$ cat src/rtl/muldiv_seq_pkg.sv
// Shared definitions for the M-extension sequencer: funct3 codes, FSM states and divider word layout.
package muldiv_seq_pkg;

    localparam int unsigned XLEN = 32;
    localparam logic [6:0] F7_MULDIV = 7'b0000001;
    localparam logic [XLEN-1:0] DIV_OVF_DIVIDEND = 32'h8000_0000;

    typedef enum logic [2:0] {
        F3_MUL    = 3'b000,
        F3_MULH   = 3'b001,
        F3_MULHSU = 3'b010,
        F3_MULHU  = 3'b011,
        F3_DIV    = 3'b100,
        F3_DIVU   = 3'b101,
        F3_REM    = 3'b110,
        F3_REMU   = 3'b111
    } f3_e;

    typedef enum logic [1:0] {
        ST_IDLE = 2'b00,
        ST_RUN  = 2'b01,
        ST_DONE = 2'b10
    } state_e;

    typedef struct packed {
        logic [XLEN-1:0] quot;
        logic [XLEN-1:0] rem;
    } div_word_t;

    function automatic logic [XLEN-1:0] div_pick(input div_word_t w, input logic rem_sel);
        return rem_sel ? w.rem : w.quot;
    endfunction

endpackage

$ cat src/rtl/muldiv_seq_fixup.sv
// Resolves divide-by-zero and signed overflow without the divider core; shared with the ALU bypass.
module muldiv_seq_fixup
    import muldiv_seq_pkg::*;
(
    input  logic [XLEN-1:0] rs1_i,
    input  logic [XLEN-1:0] rs2_i,
    input  logic [2:0]      f3_i,
    output logic            is_special_o,
    output logic [XLEN-1:0] special_result_o
);

    logic div_by_zero;
    logic signed_ovf;

    assign div_by_zero = (rs2_i == '0);
    assign signed_ovf  = ~f3_i[0] & (rs1_i == DIV_OVF_DIVIDEND) & (rs2_i == '1);

    assign is_special_o = f3_i[2] & (div_by_zero | signed_ovf);

    // x/0: quotient all ones, remainder x; MIN/-1: quotient MIN, remainder 0
    always_comb begin
        special_result_o = '0;
        if (div_by_zero) begin
            special_result_o = f3_i[1] ? rs1_i : '1;
        end else begin
            special_result_o = f3_i[1] ? '0 : DIV_OVF_DIVIDEND;
        end
    end

endmodule

$ cat src/rtl/muldiv_seq.sv
// Sequencer for the free-running multiplier/divider cores: operand latch, latency count,
// result capture, divide special cases, quotient/remainder reuse and EXE stall.
module muldiv_seq
    import muldiv_seq_pkg::*;
#(
    parameter int unsigned MUL_LAT = 5,
    parameter int unsigned DIV_LAT = 20,
    parameter int unsigned CNT_W   = 5
) (
    input  logic                clk,
    input  logic                rst,
    input  logic                issue,
    input  logic [2:0]          f3,
    input  logic [XLEN-1:0]     rs1,
    input  logic [XLEN-1:0]     rs2,
    input  logic                flush,
    input  logic [XLEN-1:0]     mul_lo,
    input  logic [XLEN-1:0]     mul_hss,
    input  logic [XLEN-1:0]     mul_hsu,
    input  logic [XLEN-1:0]     mul_huu,
    input  logic [2*XLEN-1:0]   div_s,
    input  logic [2*XLEN-1:0]   div_u,
    output logic [XLEN-1:0]     op_a,
    output logic [XLEN-1:0]     op_b,
    output logic                stall,
    output logic [XLEN-1:0]     result,
    output logic                done
);

    localparam logic [CNT_W-1:0] MUL_CNT = CNT_W'(MUL_LAT - 1);
    localparam logic [CNT_W-1:0] DIV_CNT = CNT_W'(DIV_LAT - 1);

    state_e          state_q, state_d;
    logic [CNT_W-1:0] cnt_q, cnt_d;
    logic [XLEN-1:0] op_a_q, op_a_d, op_b_q, op_b_d;
    logic [XLEN-1:0] result_q, result_d;
    logic [2:0]      f3_q, f3_d;
    logic            done_q, done_d;
    logic            reuse_v_q, reuse_v_d;
    logic            sgn_q, sgn_d;
    div_word_t       word_q, word_d;

    logic            is_special;
    logic [XLEN-1:0] special_result;
    logic            reuse_hit;
    logic            abort;
    div_word_t       core_word;
    logic [XLEN-1:0] mul_sel;

    muldiv_seq_fixup u_fixup (
        .rs1_i            (rs1),
        .rs2_i            (rs2),
        .f3_i             (f3),
        .is_special_o     (is_special),
        .special_result_o (special_result)
    );

    assign reuse_hit = f3[2] & reuse_v_q & (rs1 == op_a_q) & (rs2 == op_b_q) & (f3[0] == sgn_q);
    // A dropped issue during RUN is handled exactly like a flush
    assign abort     = flush | ((state_q == ST_RUN) & ~issue);
    assign stall     = ~rst & issue & ~flush & (state_q != ST_DONE);

    // Core output selection for the instruction latched in RUN
    always_comb begin
        core_word = f3_q[0] ? div_word_t'(div_u) : div_word_t'(div_s);
        mul_sel   = mul_lo;
        unique case (f3_q[1:0])
            2'b00:   mul_sel = mul_lo;
            2'b01:   mul_sel = mul_hss;
            2'b10:   mul_sel = mul_hsu;
            default: mul_sel = mul_huu;
        endcase
    end

    always_comb begin
        state_d   = state_q;
        cnt_d     = cnt_q;
        op_a_d    = op_a_q;
        op_b_d    = op_b_q;
        f3_d      = f3_q;
        result_d  = result_q;
        done_d    = 1'b0;
        reuse_v_d = reuse_v_q;
        sgn_d     = sgn_q;
        word_d    = word_q;

        unique case (state_q)
            ST_IDLE: begin
                if (issue && !flush) begin
                    if (reuse_hit) begin
                        result_d = div_pick(word_q, f3[1]);
                        done_d   = 1'b1;
                        state_d  = ST_DONE;
                    end else if (is_special) begin
                        result_d  = special_result;
                        reuse_v_d = 1'b0;
                        done_d    = 1'b1;
                        state_d   = ST_DONE;
                    end else begin
                        op_a_d  = rs1;
                        op_b_d  = rs2;
                        f3_d    = f3;
                        cnt_d   = f3[2] ? DIV_CNT : MUL_CNT;
                        state_d = ST_RUN;
                    end
                end
            end
            ST_RUN: begin
                if (cnt_q == '0) begin
                    if (f3_q[2]) begin
                        result_d  = div_pick(core_word, f3_q[1]);
                        word_d    = core_word;
                        sgn_d     = f3_q[0];
                        reuse_v_d = 1'b1;
                    end else begin
                        result_d  = mul_sel;
                        reuse_v_d = 1'b0;
                    end
                    done_d  = 1'b1;
                    state_d = ST_DONE;
                end else begin
                    cnt_d = cnt_q - CNT_W'(1);
                end
            end
            ST_DONE: state_d = ST_IDLE;
            default: state_d = ST_IDLE;
        endcase

        if (abort) begin
            state_d   = ST_IDLE;
            cnt_d     = '0;
            result_d  = result_q;
            done_d    = 1'b0;
            reuse_v_d = 1'b0;
        end
    end

    always_ff @(posedge clk or posedge rst) begin
        if (rst) begin
            state_q   <= ST_IDLE;
            cnt_q     <= '0;
            op_a_q    <= '0;
            op_b_q    <= '0;
            f3_q      <= '0;
            result_q  <= '0;
            done_q    <= 1'b0;
            reuse_v_q <= 1'b0;
            sgn_q     <= 1'b0;
            word_q    <= '0;
        end else begin
            state_q   <= state_d;
            cnt_q     <= cnt_d;
            op_a_q    <= op_a_d;
            op_b_q    <= op_b_d;
            f3_q      <= f3_d;
            result_q  <= result_d;
            done_q    <= done_d;
            reuse_v_q <= reuse_v_d;
            sgn_q     <= sgn_d;
            word_q    <= word_d;
        end
    end

    assign op_a   = op_a_q;
    assign op_b   = op_b_q;
    assign result = result_q;
    assign done   = done_q;

    a_issue_held: assert property (@(posedge clk) disable iff (rst)
        ((state_q == ST_RUN) && !flush) |-> issue);

    a_operands_stable: assert property (@(posedge clk) disable iff (rst)
        ((state_q == ST_RUN) && issue && !flush) |-> ((f3 == f3_q) && (rs1 == op_a_q) && (rs2 == op_b_q)));

endmodule
$ cat config.mk
export PLATFORM = sky130hd
export DESIGN_NAME = muldiv_seq
export DESIGN_NICKNAME = d
export VERILOG_FILES = /design/src/rtl/muldiv_seq_pkg.sv /design/src/rtl/muldiv_seq_fixup.sv /design/src/rtl/muldiv_seq.sv
export SDC_FILE = /design/constraint.sdc
export NUM_CORES = 1
export LEC_CHECK = 0
export ABC_AREA = 1
export BUFFER_PORTS_ARGS = -buffer_cell sky130_fd_sc_hd__buf_2
export CORE_MARGIN = 3
export CORE_UTILIZATION = 46
export CTS_CLUSTER_DIAMETER = 80
export DETAILED_ROUTE_END_ITERATION = 16
export GPL_TIMING_DRIVEN = 0
export MAX_ROUTING_LAYER = met4
export PLACE_DENSITY = 0.78
export SETUP_SLACK_MARGIN = 0.2
export SLEW_MARGIN = 20
export SYNTH_ARGS = -nofsm -noshare
export SYNTH_HDL_FRONTEND = slang
export SYNTH_HIERARCHICAL = 1
export SYNTH_SLANG_ARGS = --single-unit
export TNS_END_PERCENT = 10
$ cat constraint.sdc
create_clock -name clk -period 4.84 [get_ports clk]
set_input_delay 0.242 -clock clk [delete_from_list [all_inputs] [get_ports clk]]
set_output_delay 0.242 -clock clk [all_outputs]
set_load 0.05 [all_outputs]
**Yosys cells after proc, flatten, opt, wreduce, memory -nomap -nowiden**

Cells that the tools add are included.

- Register bits after elaboration: 173
- Input bits: 327
- Output and inout port bits: 98

- Bitwise gates (word level): 20
- Reduce and logical (&&, ||, !) cells: 14
- Add/subtract/negate cells: 1
- Multiplexer cells: 39
- Eq/ne operators: 18

Operators with widths:

| kind | number |
|---|---|
| $mux 32 | 10 |
| $pmux 32 s3 | 1 |
| $eq 32x32->1 | 2 |
| $eq 32x32->1 const B | 2 |
| $mux 64 | 1 |
| $pmux 32 s2 | 1 |
| $logic_not 32->1 | 1 |
| $mux 5 | 6 |
| $ne 3x3->1 const B | 6 |
| $reduce_and 5->1 | 3 |
| $and 1x1->1 | 11 |
| $mux 1 | 11 |
| $mux 2 | 5 |
| $pmux 5 s2 | 1 |
| $not 1->1 | 7 |
| $logic_not 5->1 | 1 |
| $sub 5x1->5 const B | 1 |
| $eq 2x1->1 const B | 2 |
| $logic_not 2->1 | 2 |
| $ne 2x2->1 const B | 2 |
| $pmux 1 s2 | 2 |
| $pmux 2 s2 | 1 |
| $reduce_and 4->1 | 1 |
| $ne 3x2->1 const B | 1 |
| 10 further kinds | 11 |

**Logic depth before layout (Yosys ltp)**

- Depth after elaboration: 10
- Gate-level depth with buffers: 15
- Depth with buffers taken out: 14

**Modules after synthesis**

Netlist, hierarchy kept.

Modules (own cells, without submodules):

| module | area each (um^2) | times used | cells an instance |
|---|---|---|---|
| muldiv_seq | 11105.7 | 1 | 1666 |
| muldiv_seq_fixup | 770.7 | 1 | 148 |

**Worst setup path after synthesis**

No wires, ideal clock.

- Path type: register to register
- Start point: register op_a_q[0], in the netlist op_a[0]
- End point: register result_q[10], in the netlist result[10]
- Path slack: 2.785 ns
- Arrival: 1.937 ns
- Stages on the path, launching flop included: 13
- Setup time: 0.118 ns
- Path through: dfrtp_1 inv_1 nand2_1 o21ai_0 nor2_1 nand4_1 nor2_4 nand3_4 nand3_1 nand2_2 clkbuf_1 nand2_1 nand2_1

- Longest elaborated chain between the ends: 7

RTL lines:

| item | line | RTL |
|---|---|---|
| start, declared | muldiv_seq.sv:35 | `logic [XLEN-1:0] op_a_q, op_a_d, op_b_q, op_b_d;` |
| start signal, assigned | muldiv_seq.sv:153 | `op_a_q <= op_a_d;` |
| $eq 32x32->1 * | muldiv_seq.sv:58 | `assign reuse_hit = f3[2] & reuse_v_q & (rs1 == op_a_q) & (rs2 == op_b_q) & (f3[0] == sgn_q);` |
| $and 1x1->1 * (3 in a row) | muldiv_seq.sv:58 |  |
| $mux 32 | muldiv_seq.sv:90 | `if (reuse_hit) begin` |
| $mux 32 | muldiv_seq.sv:89 | `if (issue && !flush) begin` |
| $pmux 32 s2 | muldiv_seq.sv:87 | `unique case (state_q)` |
| end signal, assigned | muldiv_seq.sv:156 | `result_q <= result_d;` |
| end, declared | muldiv_seq.sv:36 | `logic [XLEN-1:0] result_q, result_d;` |

Mark *: on every way between the ends. The rest lies on a longest branch, timed or not. The select of a mux whose other input is x is not followed.
A chain may end at the register's enable or synchronous reset.

**Worst setup path in the final report**

- Start point: register f3_q[0]
- End point: register result_q[1], in the netlist result[1]

- Longest elaborated chain between the ends: 5

RTL lines:

| item | line | RTL |
|---|---|---|
| start, declared | muldiv_seq.sv:37 | `logic [2:0] f3_q, f3_d;` |
| start signal, assigned | muldiv_seq.sv:144 | `f3_q <= '0;` |
| start signal, assigned | muldiv_seq.sv:155 | `f3_q <= f3_d;` |
| $eq 2x2->1 (tied with other cells) | muldiv_seq.sv:67 | `unique case (f3_q[1:0])` |
| $pmux 32 s3 or $mux 32 (tied branches) | muldiv_seq.sv:67, muldiv_seq_pkg.sv:31 |  |
| $mux 32 * | muldiv_seq.sv:110 | `if (f3_q[2]) begin` |
| $mux 32 * | muldiv_seq.sv:109 | `if (cnt_q == '0) begin` |
| $pmux 32 s2 * | muldiv_seq.sv:87 |  |

Marks and branches as above.

==> flow_summary_export.csv <==
group,metric,value,unit
route,drt-pass1-iter-count,7,
floorplanning,dieArea,27800,um2
critical_path,critical_path.endpoint,"result[1]",
placed_design,port_buffers,424,
floorplanning,ios,425,
layout,multiInputGateArea,6280,um2
floorplanning,rows,58,
synthesis,synth_top_cells_by_area,"dfrtp_1, nand2_1, inv_1, nand3_1, o21ai_0",
timing,worst_slack,1.88,ns
power,power_density,421,nW/um2
synthesis,synthArstFlopShare,1.00,
global_route,antenna_found_initial,6,
critical_path,path_class,"flop to flop",
synthesis,yosysSeqAreaShare,0.365,
synthesis,synth-edff-count,0,
route,drt-wirelength-per-cell,21.3,um
timing,slew_viol_final,0,
clock_network,cts_max_path_buffers,2,
placed_design,gp_congestion,1.02,
clock_network,cts_root_buffer,"clkbuf_16",
timing,final.period_utilization,0.611,
timing,max-slew-margin-rel,0.303,
layout,drive_above_1_share,0.238,
layout,areaGrowthSynthToFinish,27.5,%
job,drv_cap,0,
route,antenna_left,0,
placed_design,dp_slack,2.09,ns
critical_path,reg2reg_slack,1.88,ns
layout,fillerInstances,2501,
run_status,status,"finished, final reports clean",
synthesis,synthesis.area,11900,um2
timing,max_freq,338,MHz
clock_network,h-tree-depth,4,
synthesis,synth_seq_cells,173,
timing,min_period,2.96,ns
critical_path,critPathRequiredTime,5.22,ns
clock_network,cts_buffers,17,
timing,rsz0062_at_grt,"no",
synthesis,synth_flop_cell,"dfrtp_1",
layout,nets,2593,
route,drt_wl_total,55600,um
global_route,grt_first_pass_wirelength,82800,um
critical_path,cp-start-kind,"flop",
clock_network,post_cts_resized,0,
critical_path,critPathCaptureType,"flop",
power,leakagePower,8.29,nW
layout,seq_area,4330,um2
clock_network,clk_latency,0.44,ns
synthesis,synth_cell_types,36,
timing,tns,0,ns
synthesis,syn_nets,2143,
timing,finalHoldViolCount,0,
placed_design,dp_hpwl,45400,um
critical_path,startpoint,"f3_q[0]",
route,vias_per_cell,5.60,
timing,fin_skew,0.0109,ns
floorplanning,start_util,0.470,
synthesis,yosys_warnings,6,
floorplanning,core-area,25300,um2
global_route,grt-ovfl-total,0,
power,ir_drop,289,uV
clock_network,cts.sinks,173,
critical_path,critPathArrivalTime,3.34,ns
timing,setup_viol,0,
route,vias,14600,
critical_path,cp_max_fo,11,
synthesis,avgSynthCellArea,6.55,um2
floorplanning,dieHeight,167,um
global_route,grt.total_usage,0.398,
hold_path,hp-class,"input port to flop",
clock_network,clk_pin_slew,0.08,ns
critical_path,reg2reg_to,"result[1]",
critical_path,ff2ff_path_depth,11,
floorplanning,die_w,167,um
clock_network,cts_tree,"built",
critical_path,rr_startpoint,"f3_q[0]",
global_route,grt_pass1_vias,14000,
synthesis,synth_top_area_cell,"dfrtp_1",
global_route,grt_max_degree,34,
route,drt-initial-drc-count,1545,
synthesis,synth_top_area_share,0.365,
route,drc,0,
synthesis,netlist_instances,1814,
timing,worst_slew_pin_slew,1.05,ns
[registers in the layout, indices dropped and copies added, names as in the netlist]
signal     cells
done           1
reuse_v_q      1
sgn_q          1
state_q        2
result        32
f3_q           3
cnt_q          5
op_a          32
op_b          32
word_q        64
[cell usage in the layout, fill, tap and decap left out, drive strengths merged]
cell	netlist	routed
inv	205	209
o211ai	8	8
buf	44	474
xnor2	14	14
dlygate4sd3	0	1
a31oi	54	54
o21ai	170	170
ha	2	2
dfrtp	173	173
bufinv	0	2
xor2	3	3
nand4	49	49
mux2i	32	32
or2	2	2
a21oi	38	38
nor2	142	142
clkbuf	61	80
a211o	1	1
diode	0	5
a22oi	5	5
nand2	661	661
a221oi	8	8
nor3	4	4
clkinvlp	0	4
o22ai	7	7
nand3	129	129
clkinv	0	3
a211oi	2	2
[worst min path at each step]
stage / startpoint / end / slack (ns) / cells after the start
after floorplan: rs1[0] / op_a[0] / 0.38 / 2
after global placement: reuse_v_q / reuse_v_q / 0.46 / 2
after detailed placement: rst / op_b[28] / 0.33 / 2
after CTS: rs2[20] / op_b[20] / 0.06 / 3
after global routing: rs2[10] / op_b[10] / 0.07 / 3
final: rs2[20] / op_b[20] / 0.07 / 3
[routing by layer]
metal	routed length, um	track usage	vias up	share of wire
li1	-	-	6736	-
met1	22100	0.512	6891	0.40
met2	26000	0.630	880	0.47
met3	4790	0.0620	127	0.086
met4	2700	0.170	0	0.049
met5	0	-	-	0
[worst max-delay path, cell delays in order (launching register included)]
cell,delay [ns]
dfrtp_1,0.49
inv_1,0.11
clkbuf_1,0.52
clkbuf_1,0.84
nand2_1,0.27
nand2_1,0.13
nor2_1,0.05
o22ai_1,0.21
nand2_1,0.08
nand2_1,0.09
nand2_1,0.05
nand2_1,0.05
[cell type report]
cell class / count / area share
Multi-Input combinational cell: 1331 / 0.415
Clock buffer: 19 / 0.0286
Sequential cell: 173 / 0.286
Clock inverter: 13 / 0.0104
Timing Repair Buffer: 431 / 0.149
Tap cell: 330 / 0.0273
Inverter: 205 / 0.0510
Buffer: 105 / 0.0327
Antenna cell: 5 / 0.000826
[metrics by stage]
step                      std cells  cell area [um2]   util  total power, mW  hold WS [ns]
after floorplan                1814            11900      -             3.95         0.375
after global placement         2568            14400  0.571             4.84         0.457
after detailed placement       2574            14500  0.576             4.90         0.334
after CTS                      2607            15100  0.599             6.31        0.0623
after global routing           2612            15100  0.600             6.70        0.0665
final                          2612            15100  0.600             6.38        0.0688
[logic make-up (layout without fill, tap and decap cells)]
logic type      count (synthesis)  count (layout)  synth area share
fa+ha+maj                       2               2           0.00211
buf+inv                       310             773             0.107
other cells                     0               5                 0
xor+xnor                       17              17            0.0125
mux                            32              32            0.0270
simple gates                  987             987             0.342
compound gates                293             293             0.145
flops                         173             173             0.365
[power breakdown]
group | leakage, nW | internal [mW] | total, mW | switching [mW]
sequential | 2.09 | 1.88 | 2.19 | 0.306
clock | 0.279 | 0.776 | 1.44 | 0.662
combinational | 5.92 | 0.813 | 2.75 | 1.94
[what timing repair did]
action,in CTS,in global routing
hold buffers,1,0
endpoints found under the hold margin,18,0
setup buffers,0,0
[Yosys cell counts (3+ instances only)]
| library cell | n |
|---|---|
| a21oi_1 | 8 |
| a21oi_2 | 30 |
| a221oi_1 | 8 |
| a22oi_1 | 5 |
| a31oi_1 | 54 |
| buf_1 | 9 |
| buf_2 | 23 |
| buf_4 | 5 |
| buf_6 | 7 |
| clkbuf_1 | 60 |
| dfrtp_1 | 173 |
| inv_1 | 202 |
| inv_2 | 3 |
| mux2i_1 | 32 |
| nand2_1 | 659 |
| nand3_1 | 128 |
| nand4_1 | 48 |
| nor2_1 | 136 |
| nor2_2 | 3 |
| nor2_4 | 3 |
| nor3_1 | 4 |
| o211ai_1 | 8 |
| o21ai_0 | 116 |
| o21ai_1 | 54 |
| o22ai_1 | 7 |
| xnor2_1 | 14 |
| xor2_1 | 3 |
No activity file was read; power rests on OpenSTA's default activity.
